$ cat src/rtl/reg_dump_reader.sv
// reg_dump_reader
// Walks a register file from entry 0 to NUM_REGS-1 and presents each word
// on a valid/ready output stream. Each word takes two cycles: LOAD captures
// the word into the output registers, and SEND holds it until it is accepted.
//
// Ports
//   clock      sole clock, rising edge
//   clr_n      synchronous active-low reset
//   start      request one full dump (only looked at in IDLE)
//   abort      cancel the dump in progress
//   rf_addr    register-file read address (always equals the index register)
//   rf_data    register-file read data, combinational from rf_addr
//   out_valid  out_data / out_index / out_last are valid
//   out_ready  downstream accepts the word when out_valid is high
//   out_data   captured register word
//   out_index  register number of out_data
//   out_last   marks the word for register NUM_REGS-1
//   busy       high in every state except IDLE
//   done       one-cycle pulse after the last word is accepted
module reg_dump_reader #(
    parameter int NUM_REGS = 32,
    parameter int DATA_W   = 32
) (
    input  logic              clock,
    input  logic              clr_n,
    input  logic              start,
    input  logic              abort,
    output logic [4:0]        rf_addr,
    input  logic [DATA_W-1:0] rf_data,
    output logic              out_valid,
    input  logic              out_ready,
    output logic [DATA_W-1:0] out_data,
    output logic [4:0]        out_index,
    output logic              out_last,
    output logic              busy,
    output logic              done
);

    typedef enum logic [1:0] {
        IDLE = 2'd0,
        LOAD = 2'd1,
        SEND = 2'd2,
        DONE = 2'd3
    } stateT;

    localparam logic [4:0] LAST_IDX = 5'(NUM_REGS - 1);

    stateT      stateReg;
    logic [4:0] idxReg;

    // The read address is the index register itself, so the register file
    // sees a stable address for the whole LOAD cycle.
    assign rf_addr = idxReg;

    // All outputs are registered. done is raised on the transition into
    // DONE so that it is high exactly while the FSM sits in DONE.
    always_ff @(posedge clock) begin
        if (!clr_n) begin
            stateReg  <= IDLE;
            idxReg    <= 5'd0;
            out_valid <= 1'b0;
            out_data  <= '0;
            out_index <= 5'd0;
            out_last  <= 1'b0;
            busy      <= 1'b0;
            done      <= 1'b0;
        end else begin
            done <= 1'b0;
            case (stateReg)
                IDLE: begin
                    // abort together with start keeps the block idle
                    if (start && !abort) begin
                        idxReg   <= 5'd0;
                        stateReg <= LOAD;
                        busy     <= 1'b1;
                    end
                end

                LOAD: begin
                    if (abort) begin
                        idxReg   <= 5'd0;
                        stateReg <= IDLE;
                        busy     <= 1'b0;
                    end else begin
                        out_data  <= rf_data;
                        out_index <= idxReg;
                        out_last  <= (idxReg == LAST_IDX);
                        out_valid <= 1'b1;
                        stateReg  <= SEND;
                    end
                end

                SEND: begin
                    // A handshake coinciding with abort still transfers the
                    // word (downstream saw valid & ready); abort then ends
                    // the dump without a done pulse.
                    if (abort) begin
                        out_valid <= 1'b0;
                        idxReg    <= 5'd0;
                        stateReg  <= IDLE;
                        busy      <= 1'b0;
                    end else if (out_ready) begin
                        out_valid <= 1'b0;
                        if (idxReg == LAST_IDX) begin
                            // idx stays on the last entry; no wrap
                            stateReg <= DONE;
                            done     <= 1'b1;
                        end else begin
                            idxReg   <= idxReg + 5'd1;
                            stateReg <= LOAD;
                        end
                    end
                end

                DONE: begin
                    stateReg <= IDLE;
                    busy     <= 1'b0;
                    if (abort) begin
                        idxReg <= 5'd0;
                    end
                end

                default: begin
                    stateReg <= IDLE;
                    busy     <= 1'b0;
                end
            endcase
        end
    end

endmodule

$ cat config.mk
export PLATFORM = sky130hd
export DESIGN_NAME = reg_dump_reader
export DESIGN_NICKNAME = d
export VERILOG_FILES = /design/src/rtl/reg_dump_reader.sv
export SDC_FILE = /design/constraint.sdc
export NUM_CORES = 1
export LEC_CHECK = 0
export BUFFER_PORTS_ARGS = -buffer_cell sky130_fd_sc_hd__clkbuf_2
export CORE_MARGIN = 4
export CORE_UTILIZATION = 35
export DETAILED_ROUTE_END_ITERATION = 10
export SLEW_MARGIN = 20
export SYNTH_ARGS = -nofsm -noshare
export SYNTH_HDL_FRONTEND = slang
export SYNTH_SLANG_ARGS = --single-unit
$ cat constraint.sdc
create_clock -name clock -period 6.1 [get_ports clock]
set_clock_uncertainty 0.1 [all_clocks]
set_input_delay 0.305 -clock clock [delete_from_list [all_inputs] [get_ports clock]]
set_output_delay 0.305 -clock clock [all_outputs]
set_load 0.02 [all_outputs]
==> flow_summary_export.csv <==
group,metric,value,unit
routing,ant_nets,0,
grt,grtUsageTotal,14.2,%
worst_setup_path,critPathRequiredTime,6160,ps
routing,avgRoutedWirePerCell,12.0,µm
layout,diodes,0,
layout,finalNetCount,356,
power,p_per_area,271,nW/µm²
grt,grt_pass1_wl,7.49,mm
clocking,clock-sinks,48,
grt,gr-total-overflow,0,
floorplanning,start_util,36.6,%
logic_synthesis,synth-edff-count,0,
timing,drv_slew,0,
outcome,outcome,"complete, no violations",
routing,vias,1784,
timing,setup_tns,0,ps
floorplanning,core,5200,µm²
timing,min_period,2090,ps
layout,drive_gt1_share,32.2,%
logic_synthesis,avgSynthCellArea,8.14,µm²
timing,hold_violations,0,
floorplanning,dieArea,6680,µm²
worst_setup_path,cp_slowest_cell,"nand2b_1",
worst_setup_path,crit_path_max_fanout,23,
grt,antenna_found_initial,0,
clocking,postCtsHoldBufs,0,
routing,drtIter0Drc,60,
floorplanning,die_x,81.8,µm
clocking,clock_latency,290,ps
floorplanning,boundaryPins,83,
routing,viasPerCell,4.65,
worst_hold_path,hold_class,"in -> reg",
logic_synthesis,ys_ff_latch,48,
power,ir_worst_vdd,0.000125,V
layout,syn_to_final_growth,30.4,%
run,cap_violations,0,
worst_setup_path,crit_arrival,2150,ps
clocking,cts-resized-gates,0,
worst_setup_path,cp-end-kind,"flop",
logic_synthesis,synth_ff_type,"dfxtp_1",
timing,relSlewSlack,47.9,%
power,leakage,1.08,nW
worst_setup_path,worstPathCellList,"inv_1 -> ha_1 -> nand2b_1 -> buf_4 -> a21oi_1 -> mux2i_1 -> nor2_1",
worst_setup_path,slowest_delay,490,ps
routing,wirelength,4.61,mm
clocking,h-tree-depth,2,
routing,drtPass1Iterations,4,
clocking,cts_tree,"built",
timing,fmax,478,MHz
clocking,clockBufferDepth,2,
floorplanning,die_h,81.8,µm
clocking,cts-root-buf,"clkbuf_8",
routing,drc,0,
worst_setup_path,cp-start-kind,"flop",
grt,grt_max_degree,47,
timing,rsz0062_at_grt,"no",
clocking,clk_transition_reported_paths,90,ps
logic_synthesis,ys_types,31,
placement,port-buffer-count,82,
logic_synthesis,ys_seq_area_share,50.5,%
logic_synthesis,synth_nets,277,
clocking,cts_made_buffers,5,
logic_synthesis,yosys_warnings,0,
grt,grt_pass1_vias,1648,
timing,worst_pin_slew,781,ps
floorplanning,rows,26,
logic_synthesis,synth_commonest_cells,"nand2_1, dfxtp_1, a21oi_1",
timing,holdWs,118,ps
logic_synthesis,synth_area_leader_cell,"dfxtp_1",
logic_synthesis,synthArstFlopShare,0,%
worst_setup_path,crit_type,"reg -> reg",
logic_synthesis,synth_top_area_share,50.5,%
timing,layout_worst_path_cycle_share,34.3,%
logic_synthesis,synth_area,1900,µm²
logic_synthesis,synthTopCellsByArea,"dfxtp_1, nand2_1, a21oi_1, ha_1, a221oi_4",
placement,hpwl,3.28,mm
timing,setup_violations,0,
placement,place.gp.congestion,0.722,
logic_synthesis,synth_cells,234,
clocking,postCtsSetupRepairBufs,0,
logic_synthesis,yosysMostFrequentCell,"nand2_1",
[logic make-up (layout without fill, tap and decap cells)]
group | Yosys count | in the layout | share of synthesized area, %
and+or+nand+nor | 102 | 102 | 22.8
muxes | 2 | 2 | 1.12
buffers and inverters | 20 | 100 | 4.14
AOI/OAI and AO/OA | 56 | 56 | 17.5
DFF | 48 | 48 | 50.5
adders and majority gates | 6 | 6 | 3.94
[flip-flops by register name, indices dropped and copies added, names as in the netlist]
name,count
stateReg,2
done,1
busy,1
out_last,1
out_data,32
out_valid,1
out_index,5
rf_addr,5
[worst max-delay path: cells and delay by family (launching register included)]
| family | cells | cell delay (ps) |
|---|---|---|
| multiplexers | 1 | 160 |
| AO/OA/AOI/OAI | 1 | 100 |
| flip-flops | 1 | 360 |
| adder cells (fa/ha/maj) | 1 | 210 |
| AND/OR/NAND/NOR | 2 | 540 |
| buffers and inverters | 2 | 470 |
[layer usage]
layer	share of wire (%)	global-route usage, %	wire (µm)
met4	0.63	3.49	29
met2	47	24.5	2190
met3	7.9	4.39	363
met1	44	17.1	2030
met5	0	0	0
[worst paths after layout]
kind / startpoint / endpoint / slack [ps] / depth (start not counted)
max: stateReg[1]$_SDFFE_PN0P_ / stateReg[1]$_SDFFE_PN0P_ / 4010 / 7
min: rf_data[21] / out_data[21]$_SDFFE_PN0P_ / 120 / 3
max reg2reg: stateReg[1]$_SDFFE_PN0P_ / stateReg[1]$_SDFFE_PN0P_ / 4010 / 7
min reg2reg: out_data[8]$_SDFFE_PN0P_ / out_data[8]$_SDFFE_PN0P_ / 360 / 2
[cell usage in the layout (no fill, tap or decap), types with 2 or more instances in the layout]
master and instances:
inv_1 6, a211oi_1 2, clkbuf_8 5, nand3b_1 2, nor2_1 5, a21oi_1 44
ha_1 6, nand2b_1 4, clkbuf_2 82, buf_4 2, o22ai_1 3, inv_2 2
nand2_1 80, nand3_1 3, dfxtp_1 48
[report_power, final]
group / internal, mW / total [mW] / leakage (nW) / switching, mW
logic: 0.0423 / 0.111 / 0.640 / 0.0683
clock network: 0.121 / 0.226 / 0.0541 / 0.104
registers: 0.328 / 0.336 / 0.390 / 0.00809
[stage by stage]
step | instance area, µm² | instances | total power [mW] | worst slack (ps) | util (%)
after CTS | 2480 | 384 | 0.684 | 3980 | 47.7
final | 2480 | 384 | 0.672 | 4010 | 47.7
after detailed placement | 2370 | 376 | 0.456 | 4000 | 45.6
after floorplan | 1900 | 234 | 0.417 | 4090 | -
after global routing | 2480 | 384 | 0.710 | 3790 | 47.7
after global placement | 2370 | 376 | 0.455 | 4040 | 45.6
[final cells by class]
| cell class | count | area (µm²) |
|---|---|---|
| Clock buffer | 5 | 68.8 |
| Clock inverter | 3 | 42.5 |
| Fill cell | 555 | 2720 |
| Inverter | 8 | 30.0 |
| Multi-Input combinational cell | 166 | 867 |
| Sequential cell | 48 | 961 |
| Tap cell | 70 | 87.6 |
| Timing Repair Buffer | 84 | 425 |
No activity file was read; power rests on OpenSTA's default activity.
